===== config.mk =====
export PLATFORM = sky130hd
export DESIGN_NAME = mem_access_ctrl
export DESIGN_NICKNAME = d
export VERILOG_FILES = /design/src/rtl/mem_access_ctrl.sv
export SDC_FILE = /design/constraint.sdc
export NUM_CORES = 1
export LEC_CHECK = 0
export ABC_AREA = 1
export BUFFER_PORTS_ARGS = -buffer_cell sky130_fd_sc_hd__buf_2
export CORE_MARGIN = 2
export CORE_UTILIZATION = 25
export DETAILED_ROUTE_END_ITERATION = 8
export HOLD_SLACK_MARGIN = 0.15
export PLACE_DENSITY = 0.52
export SLEW_MARGIN = 0
export SYNTH_ARGS = -nofsm -noshare
export SYNTH_HDL_FRONTEND = slang
export SYNTH_SLANG_ARGS = --single-unit

===== constraint.sdc =====
create_clock -name clk -period 3.1 [get_ports clk]
set_input_delay 0.93 -clock clk [delete_from_list [all_inputs] [get_ports clk]]
set_output_delay 0.93 -clock clk [all_outputs]
set_load 0.02 [all_outputs]

===== src/rtl/mem_access_ctrl.sv =====
// mem_access_ctrl: sequences byte/halfword/word loads and stores against a
// word-wide data memory with a combinational read port. Sub-word stores are
// done as read-modify-write. Byte lanes are big-endian within the word.
//
// Ports:
//   clk, reset        rising-edge clock, synchronous active-high reset
//   req, we, size,    request handshake and attributes, sampled only in IDLE
//   sext, addr, wdata
//   rdata             registered load result, held until the next good load
//   ready, err        one-cycle completion pulse / error pulse with ready
//   busy              high whenever the controller is not IDLE
//   dm_a, dm_we,      word-aligned address, write enable and write data to memory
//   dm_wd
//   dm_rd             combinational memory read data for dm_a
module mem_access_ctrl #(
  parameter int unsigned MEM_BYTES = 72
) (
  input  logic        clk,
  input  logic        reset,
  input  logic        req,
  input  logic        we,
  input  logic [1:0]  size,
  input  logic        sext,
  input  logic [31:0] addr,
  input  logic [31:0] wdata,
  output logic [31:0] rdata,
  output logic        ready,
  output logic        err,
  output logic        busy,
  output logic [31:0] dm_a,
  output logic        dm_we,
  output logic [31:0] dm_wd,
  input  logic [31:0] dm_rd
);

  localparam logic [1:0] SZ_BYTE = 2'b00;
  localparam logic [1:0] SZ_HALF = 2'b01;
  localparam logic [1:0] SZ_WORD = 2'b10;

  typedef enum logic [2:0] {
    IDLE  = 3'd0,
    LOAD  = 3'd1,
    READ  = 3'd2,
    WRITE = 3'd3,
    ERR   = 3'd4,
    DONE  = 3'd5
  } state_e;

  state_e      state_q;
  logic [1:0]  off_q;
  logic [1:0]  size_q;
  logic        sext_q;
  logic [31:0] wdata_q;
  logic [31:0] rdata_q;
  logic        ready_q;
  logic        err_q;
  logic        busy_q;
  logic [31:0] dm_a_q;
  logic        dm_we_q;
  logic [31:0] dm_wd_q;

  // Illegal size, misaligned access or address beyond the memory.
  function automatic logic is_illegal(input logic [1:0] sz, input logic [31:0] a);
    logic bad;
    bad = (sz == 2'b11)
        | ((sz == SZ_HALF) & a[0])
        | ((sz == SZ_WORD) & (a[1:0] != 2'b00))
        | (a >= 32'(MEM_BYTES));
    return bad;
  endfunction

  // Pick the addressed lane out of the memory word and extend it.
  function automatic logic [31:0] load_ext(input logic [31:0] w, input logic [1:0] off,
                                           input logic [1:0] sz, input logic sx);
    logic [7:0]  b;
    logic [15:0] h;
    logic [31:0] r;
    case (off)
      2'd0:    b = w[31:24];
      2'd1:    b = w[23:16];
      2'd2:    b = w[15:8];
      default: b = w[7:0];
    endcase
    h = off[1] ? w[15:0] : w[31:16];
    case (sz)
      SZ_BYTE: r = {{24{sx & b[7]}}, b};
      SZ_HALF: r = {{16{sx & h[15]}}, h};
      default: r = w;
    endcase
    return r;
  endfunction

  // Replace only the target lane of the old word with right-aligned store data.
  function automatic logic [31:0] merge(input logic [31:0] w, input logic [31:0] d,
                                        input logic [1:0] off, input logic [1:0] sz);
    logic [31:0] r;
    r = w;
    case (sz)
      SZ_BYTE: begin
        case (off)
          2'd0:    r[31:24] = d[7:0];
          2'd1:    r[23:16] = d[7:0];
          2'd2:    r[15:8]  = d[7:0];
          default: r[7:0]   = d[7:0];
        endcase
      end
      SZ_HALF: begin
        if (off[1]) r[15:0]  = d[15:0];
        else        r[31:16] = d[15:0];
      end
      default: r = d;
    endcase
    return r;
  endfunction

  // Controller state and registered outputs; each output is set to its value
  // for the state being entered.
  always_ff @(posedge clk) begin
    if (reset) begin
      state_q <= IDLE;
      off_q   <= 2'b00;
      size_q  <= 2'b00;
      sext_q  <= 1'b0;
      wdata_q <= 32'h0;
      rdata_q <= 32'h0;
      ready_q <= 1'b0;
      err_q   <= 1'b0;
      busy_q  <= 1'b0;
      dm_a_q  <= 32'h0;
      dm_we_q <= 1'b0;
      dm_wd_q <= 32'h0;
    end else begin
      ready_q <= 1'b0;
      err_q   <= 1'b0;
      dm_we_q <= 1'b0;
      dm_wd_q <= 32'h0;
      case (state_q)
        IDLE: begin
          busy_q <= 1'b0;
          dm_a_q <= 32'h0;
          if (req) begin
            off_q   <= addr[1:0];
            size_q  <= size;
            sext_q  <= sext;
            wdata_q <= wdata;
            busy_q  <= 1'b1;
            dm_a_q  <= {addr[31:2], 2'b00};
            if (is_illegal(size, addr)) begin
              state_q <= ERR;
              ready_q <= 1'b1;
              err_q   <= 1'b1;
            end else if (!we) begin
              state_q <= LOAD;
            end else if (size == SZ_WORD) begin
              state_q <= WRITE;
              dm_we_q <= 1'b1;
              dm_wd_q <= wdata;
            end else begin
              state_q <= READ;
            end
          end
        end
        LOAD: begin
          rdata_q <= load_ext(dm_rd, off_q, size_q, sext_q);
          ready_q <= 1'b1;
          state_q <= DONE;
        end
        READ: begin
          // The old word is captured here and merged straight into the write data.
          dm_wd_q <= merge(dm_rd, wdata_q, off_q, size_q);
          dm_we_q <= 1'b1;
          state_q <= WRITE;
        end
        WRITE: begin
          ready_q <= 1'b1;
          state_q <= DONE;
        end
        DONE, ERR: begin
          busy_q  <= 1'b0;
          dm_a_q  <= 32'h0;
          state_q <= IDLE;
        end
        default: begin
          busy_q  <= 1'b0;
          dm_a_q  <= 32'h0;
          state_q <= IDLE;
        end
      endcase
    end
  end

  assign rdata = rdata_q;
  assign ready = ready_q;
  assign err   = err_q;
  assign busy  = busy_q;
  assign dm_a  = dm_a_q;
  assign dm_we = dm_we_q;
  assign dm_wd = dm_wd_q;

endmodule


# ---- Yosys cells after proc, flatten, opt, wreduce, memory -nomap -nowiden
# Index checks and enable logic that the tools add are counted.
dict set report totals {
  regBits 140
  word_cells 74
}
dict set report classes {
  n_lt_le_gt_ge 1
  eq_ne 10
  n_mux 34
  n_bitwise 8
  reduce_logical 9
}
# op n
set op_table {}
lappend op_table {{32-bit case mux with 2 select lines} 4}
lappend op_table {{32-bit 2-to-1 mux} 5}
lappend op_table {{16-bit 2-to-1 mux} 3}
lappend op_table {{8-bit 2-to-1 mux} 6}
lappend op_table {{32-bit by 7-bit >= comparator with 1-bit output (second input constant)} 1}
lappend op_table {{8-bit case mux with 3 select lines} 1}
lappend op_table {{3-bit case mux with 3 select lines} 1}
lappend op_table {{1-bit 2-to-1 mux} 8}
lappend op_table {{2-bit by 1-bit == test with 1-bit output (second input constant)} 3}
lappend op_table {{2-bit == test (second input constant)} 3}
lappend op_table {{3-bit by 2-bit == test with 1-bit output (second input constant)} 2}
lappend op_table {{3-bit 2-to-1 mux} 2}
lappend op_table {{1-bit case mux with 2 select lines} 3}
lappend op_table {{3-bit OR reduction} 2}
lappend op_table {{1-bit bitwise AND} 4}
lappend op_table {{2-bit logical NOT} 2}
lappend op_table {{2-bit OR reduction} 2}
lappend op_table {{3-bit by 1-bit == test with 1-bit output (second input constant)} 1}
lappend op_table {{3-bit logical NOT} 1}
lappend op_table {{1-bit OR} 3}
lappend op_table {{2-bit 2-to-1 mux} 1}
lappend op_table {{2-bit != test (second input constant)} 1}
lappend op_table {{2-bit AND reduction} 1}
lappend op_table {{2-bit nonzero test} 1}
lappend op_table {{1-bit inverter} 1}

# ---- Longest topological paths before layout
# Gate-level depths: netlist (run 1).
dict set report depth {
  ltp_word 8
  depth_mapped 11
  ltp_nobuf 9
}

# ---- Worst setup path before layout (run 1)
# OpenSTA, ideal clock, no wires.
dict set report synth_path {
  path_type {input to register}
  from {input port size[0]}
  to {register dm_wd_q[17] (netlist: dm_wd[17])}
  setup_ps 70
  arrival_ps 1821
  slack_ps 1209
  path_stages 10
  cell_sequence {inv_1 > nand2_1 > nor2_1 > nor2_1 > nand2_1 > nor2_1 > buf_4 > buf_6 > nand4_1 > a21oi_1}
}
dict set report synth_via {
  elab_chain_len 8
}
# item line_no
set synth_rtl {}
lappend synth_rtl {{from (decl)} 22} ;# input logic [1:0] size,
lappend synth_rtl {{2-bit by 1-bit == test with 1-bit output} 66} ;# | ((sz == SZ_HALF) & a[0])
lappend synth_rtl {{1-bit bitwise AND} 66}
lappend synth_rtl {{1-bit OR} 66}
lappend synth_rtl {{1-bit OR} 67} ;# | ((sz == SZ_WORD) & (a[1:0] != 2'b00))
lappend synth_rtl {{1-bit OR} 68} ;# | (a >= 32'(MEM_BYTES));
lappend synth_rtl {{32-bit 2-to-1 mux *} 148} ;# if (is_illegal(size, addr)) begin
lappend synth_rtl {{32-bit 2-to-1 mux *} 141} ;# if (req) begin
lappend synth_rtl {{32-bit case mux with 2 select lines *} 137} ;# case (state_q)
lappend synth_rtl {{to (signal assigned)} 157} ;# dm_wd_q <= wdata;
lappend synth_rtl {{to (signal assigned)} 170} ;# dm_wd_q <= merge(dm_rd, wdata_q, off_q, size_q);
lappend synth_rtl {{to (decl)} 60} ;# logic [31:0] dm_wd_q;
# Every way passes the cells marked *; elsewhere a longest branch is shown, timed or not.
# A chain may end at the register's enable or synchronous reset.

# ---- Worst setup path after layout (run 1)
dict set report layout_path {
  from {register off_q[1]}
  to {register dm_wd_q[4] (netlist: dm_wd[4])}
}
dict set report layout_via {
  elab_chain_len 5
}
# item line_no
set layout_rtl {}
lappend layout_rtl {{from (decl)} 50} ;# logic [1:0] off_q;
lappend layout_rtl {{from (signal assigned)} 142} ;# off_q <= addr[1:0];
lappend layout_rtl {{2-bit == test, or another cell as far along} 100} ;# case (off)
lappend layout_rtl {{3-bit OR reduction (no line)} --}
lappend layout_rtl {{8-bit 2-to-1 mux} 100}
lappend layout_rtl {{32-bit case mux with 2 select lines *} 98} ;# case (sz)
lappend layout_rtl {{32-bit case mux with 2 select lines *} 137}
# Marks and branches as above.

==> out/results.ini, run 1 <==
[routing]
drcViolationCount = 0
first_iter_violations = 575
wl_um = 26320
vias = 7303
ant_nets = 0
vias_per_cell = 4.948
routedWlPerCell_um = 17.83
dr.pass1.iters = 7

[sta]
hold_viol = 0
tns_ns = 0
rsz0062_at_grt = no
maxSlewViolCount = 0
finalCritPeriodShare = 0.7840
setup_viol = 0
max_clock_freq_mhz = 411.5
finalCriticalPeriod_ns = 2.430
tightest_slew_ns = 0.8994
slew_headroom = 0.3996
fin_skew_ns = 0.01034

[die]
row_count = 60
die_x_um = 169.1
dieArea_sq_um = 28600
die_h_um = 169.1
io_pins = 203
core_sq_um = 26880
initial_core_util = 0.2536

[final_layout]
drive_gt1_frac = 0.2478
areaGrowthSynthToFinish_pct = 26.31
layout_common_cells = buf_2 (200), dfxtp_1 (138), nand2_1 (124), a21oi_1 (117), inv_1 (92)
final_common_cell = buf_2
nets = 1225
stdcell_area_sq_um = 8608
fin_util = 0.3203

[clock_tree]
root_buffer = clkbuf_16
numCtsBuffers = 17
cts_resized = 0
clkLatencyLatePin_ns = 0.43
post_cts_buffers = 0
clk_pin_slew_worst_paths_ns = 0.06
clock-sinks = 138
clockBufferDepth = 2
cts_tree = yes
htree_levels = 4
cts_hold_buf = 0

[worst_setup_path]
critPathRequiredTime_ns = 3.38
critPathLaunchType = flop
cp_max_fo = 34
crit_arrival_ns = 2.71
worstSetupPathType = reg2reg
crit_path_end_kind = flop

[grt]
grt_max_degree = 63
grt_use_total = 0.1815
gr-total-overflow = 0
antenna_found_initial = 2
grt_pass1_wl_um = 40310
grt_pass1_vias = 6962

[logic_synthesis]
synth_seq_area_share = 0.4054
synthFlopType = dfxtp_1
netlist.area_leader.share = 0.4054
ys_warn_count = 0
ys_top_cells_by_area = dfxtp_1 (41%), a21oi_1 (8.6%), nand2_1 (6.8%)
yosys.cell_types.count = 33
syn_area_per_cell_sq_um = 7.062
syn_area_sq_um = 6815
syn_inst = 965
async_flop_share = 0
synth_top_area_cell = dfxtp_1
ys_ff_latch = 138
synth_edf_count = 0

[worst_hold_path]
hold_class = reg2reg

[run_status]
status = complete, no violations

[placement]
hpwl_um = 19300
globalplace.congestion = 0.9103
dpl-instance-area_sq_um = 7984
portBuffers = 200

[power_and_ir_drop]
power.density_nw_per_um2 = 547.1
p_leak_nw = 3.991
ir_drop_uv = 368.2

[run]
cap_violations = 0

[worst paths after layout]
path                                from        to  slack, ns  cells past startpoint
worst min register to register  rdata[6]  rdata[6]       0.47                      2
worst max-delay path            off_q[1]  dm_wd[4]       0.67                      7
worst max register to register  off_q[1]  dm_wd[4]       0.67                      7
worst min-delay path            rdata[6]  rdata[6]       0.47                      2
[area by class of cell]
cell class,instances,area (sq um)
Antenna cell,1,2.502
Clock buffer,18,429.2
Clock inverter,13,192.7
Fill cell,2958,18270
Inverter,112,425.4
Multi-Input combinational cell,638,3243
Sequential cell,138,2763
Tap cell,341,426.7
Timing Repair Buffer,215,1126
[kinds of logic (layout without fill, tap and decap cells)]
| logic type | after synthesis | after routing | synth area share |
|---|---|---|---|
| AO/OA/AOI/OAI | 320 | 320 | 0.2556 |
| buffers and inverters | 190 | 358 | 0.1208 |
| flip-flops | 138 | 138 | 0.4054 |
| other | 1 | 3 | 0.0005502 |
| AND/OR/NAND/NOR | 316 | 316 | 0.2177 |
[where the power goes]
part           switching (W)  internal, W  total (W)  leakage (nW)
Combinational       0.000443     0.000195   0.000638          2.57
Clock               0.000840      0.00135    0.00219         0.297
Sequential         0.0000495      0.00183    0.00188          1.13
[flip-flops by register name, summed over array words and instances, names as in the netlist]
signal	cells
busy	1
dm_a	30
dm_wd	32
dm_we	1
err	1
off_q	2
rdata	32
ready	1
sext_q	1
size_q	2
state_q	3
wdata_q	32
[critical path, stage by stage, from the launching register on]
cell,delay [ns]
dfxtp_1,0.91
inv_4,0.34
nand2_2,0.31
nand2_2,0.12
inv_2,0.19
nand2_1,0.08
o211ai_1,0.19
a21oi_1,0.14
[layer usage]
layer / share of wire / global-route usage / vias up / routed length [um]
met3: 0.076 / 0.04396 / 43 / 2004
met4: 0.025 / 0.06057 / 0 / 657
met2: 0.44 / 0.2826 / 295 / 11570
met1: 0.46 / 0.2463 / 3354 / 12090
met5: 0 / 0 / - / 0
li1: - / - / 3611 / -
[synthesized netlist by cell type, types with 2 or more instances]
library cell    n
nand4_1        33
inv_2          17
inv_4           2
nand2_2         5
buf_4          11
inv_1          93
o21ai_0        80
nand2_4         3
a21oi_1       117
dfxtp_1       138
nor3_1         32
o21ai_1        64
o211ai_1       16
buf_6           6
clkbuf_1       40
o22ai_1        14
nand3_1        74
o221ai_1        7
nor2_1         40
nand2_1       124
o21bai_1       18
buf_2          15
buf_1           6
[metrics by stage]
step	power (W)	cells	setup slack, ns	hold WS (ns)
floorplan	0.002317	966	1.209	0.4673
global placement	0.002549	1444	0.6221	0.4537
detailed placement	0.002547	1444	0.5649	0.4583
CTS	0.004750	1475	0.7532	0.4669
global route	0.004905	1475	0.4649	0.4788
finish	0.004709	1476	0.6696	0.4664
Note: power is estimated with default switching activity, not from simulation.
==> run 2, diff against run 1 <==
- clock period: 3.1 -> 2.35 ns (I/O delays scaled with it)
==> run 2 against run 1 <==
Compared with the run above: register-to-register slack worse by 0.23 ns; utilization up 0.22 points; combinational power grew 35%; hold slack worse by 0.0076 ns; via count is 1.6% higher; total power is 30% higher; largest cell class unchanged; maximum frequency rose by 27%; count of clock-buffer cells in the layout down 1; cell count up 0.68%.
==> out/results.ini, run 2 (synthesized netlist as in run 1, its figures left out) <==
[power_and_ir_drop]
power.density_nw_per_um2 = 707.9  ; +29%
p_leak_nw = 4.030  ; +0.96%
ir_drop_uv = 372.8  ; +1.3%

[die]
row_count = 60  ; unchanged
initial_core_util = 0.2536  ; unchanged
io_pins = 203  ; unchanged
core_sq_um = 26880  ; unchanged
die_h_um = 169.1  ; unchanged
dieArea_sq_um = 28600  ; unchanged
die_x_um = 169.1  ; unchanged

[routing]
ant_nets = 0  ; unchanged
dr.pass1.iters = 5  ; -2
top_layer = met4
dr_wl_met3_um = 1972  ; -1.6%
route.met2.wl_um = 11760  ; +1.6%
drcViolationCount = 0  ; unchanged
wl_um = 26420  ; +0.37%
routedWlPerCell_um = 17.78  ; -0.30%
vias_per_cell = 4.992  ; +0.89%
drt-met1-wl_um = 12250  ; +1.4%
vias = 7418  ; +1.6%
first_iter_violations = 694  ; +21%

[grt]
grt_max_degree = 63  ; unchanged
antenna_found_initial = 3  ; +1
grt_pass1_wl_um = 40710  ; +0.99%
gr-total-overflow = 0  ; unchanged
grt_use_total = 0.1843  ; +0.002854
grt_pass1_vias = 6941  ; -0.30%

[final_layout]
drive_gt1_frac = 0.2546  ; +0.006798
areaGrowthSynthToFinish_pct = 27.17
nets = 1234  ; +0.73%
layout_common_cells = buf_2 (200), dfxtp_1 (138), nand2_1 (124), a21oi_1 (117), inv_1 (92)
final_common_cell = buf_2
n_fill_cell = 2965  ; +0.24%

[clock_tree]
clock-sinks = 138  ; unchanged
cts_hold_buf = 0  ; unchanged
clkLatencyLatePin_ns = 0.43  ; about the same
htree_levels = 4  ; unchanged
post_cts_buffers = 0  ; unchanged
numCtsBuffers = 17  ; unchanged
cts_tree = yes
clockBufferDepth = 2  ; unchanged
cts_resized = 0  ; unchanged
root_buffer = clkbuf_16
clk_pin_slew_worst_paths_ns = 0.06  ; about the same

[placement]
hpwl_um = 19500  ; +1.0%
globalplace.congestion = 0.9111  ; about the same
portBuffers = 200  ; unchanged
dp_slack_ns = 0.2228  ; -0.3421 ns

[worst_setup_path]
worstSetupPathType = reg2reg
crit_arrival_ns = 2.21  ; -0.50 ns
crit_end = dm_wd[27]
rr_worst_depth = 6  ; -1
r2r_start = off_q[1]
critPathLaunch = off_q[1]
regToRegSetupSlack_ns = 0.44  ; -0.23 ns
cp_max_fo = 18  ; -47%
r2r_end = dm_wd[27]
critPathRequiredTime_ns = 2.65  ; -0.73 ns
crit_path_end_kind = flop
critPathLaunchType = flop

[run]
cap_violations = 0  ; unchanged

[run_status]
status = complete, no violations

[sta]
finalCriticalPeriod_ns = 1.909  ; -0.5210 ns
setup_viol = 0  ; unchanged
tns_ns = 0  ; unchanged
maxSlewViolCount = 0  ; unchanged
slew_headroom = 0.6179  ; +0.2183
setup_ws_ns = 0.4406  ; -0.2290 ns
tightest_slew_ns = 0.5723  ; -0.3271 ns
max_clock_freq_mhz = 523.7  ; +27%
rsz0062_at_grt = no
hold_viol = 0  ; unchanged
finalCritPeriodShare = 0.8125  ; +0.02851
fin_skew_ns = 0.01338  ; +0.003041 ns

[worst_hold_path]
hold_class = reg2reg

==> run 2: area by class of cell <==
type	count	area (sq um)	area share
Sequential cell	138	2763	0.3188
Antenna cell	2	5.005	0.0005775
Timing Repair Buffer	224	1206	0.1392
Clock inverter	14	172.7	0.01992
Multi-Input combinational cell	638	3243	0.3742
Tap cell	341	426.7	0.04923
Inverter	112	425.4	0.04908
Clock buffer	17	425.4	0.04908
==> run 2: worst min-delay path by stage <==
stage                           from         end  slack (ns)  cells after the start
after floorplan           wdata_q[4]  wdata_q[4]        0.47                      2
after global placement      rdata[5]    rdata[5]        0.45                      2
after detailed placement    rdata[5]    rdata[5]        0.45                      2
after CTS                   rdata[5]    rdata[5]        0.46                      2
after global routing        rdata[2]    rdata[2]        0.48                      2
final                       rdata[5]    rdata[5]        0.46                      2
==> run 2: worst max-delay path, stage by stage (launching register included) <==
cell and delay [ns]:
dfxtp_1 0.56, buf_4 0.29, nor2_1 0.06, nand2_1 0.36, o211ai_1 0.15, o21ai_1 0.26, a21oi_1 0.10
==> run 2: routing by layer <==
| layer | vias up | GRT usage |
|---|---|---|
| li1 | 3623 | - |
| met1 | 3464 | 0.2512 |
| met2 | 303 | 0.2881 |
| met3 | 28 | 0.05004 |
| met4 | 0 | 0.04794 |
| met5 | - | 0 |
==> run 2: through the flow <==
| step | std cells | area [sq um] | total power [W] | util | hold WS (ns) |
|---|---|---|---|---|---|
| final | 1486 | 8667 | 0.006135 | 0.3225 | 0.4588 |
| after CTS | 1484 | 8662 | 0.006189 | 0.3223 | 0.4609 |
| after floorplan | 966 | 6819 | 0.003057 | - | 0.4673 |
| after detailed placement | 1453 | 8064 | 0.003379 | 0.3000 | 0.4520 |
| after global placement | 1453 | 8064 | 0.003378 | 0.3000 | 0.4522 |
| after global routing | 1484 | 8662 | 0.006400 | 0.3223 | 0.4810 |
==> run 2: report_power, final <==
part,internal [W],switching (W)
registers,0.00241,0.0000622
logic,0.000268,0.000593
clock network,0.00167,0.00113
total,0.00435,0.00178
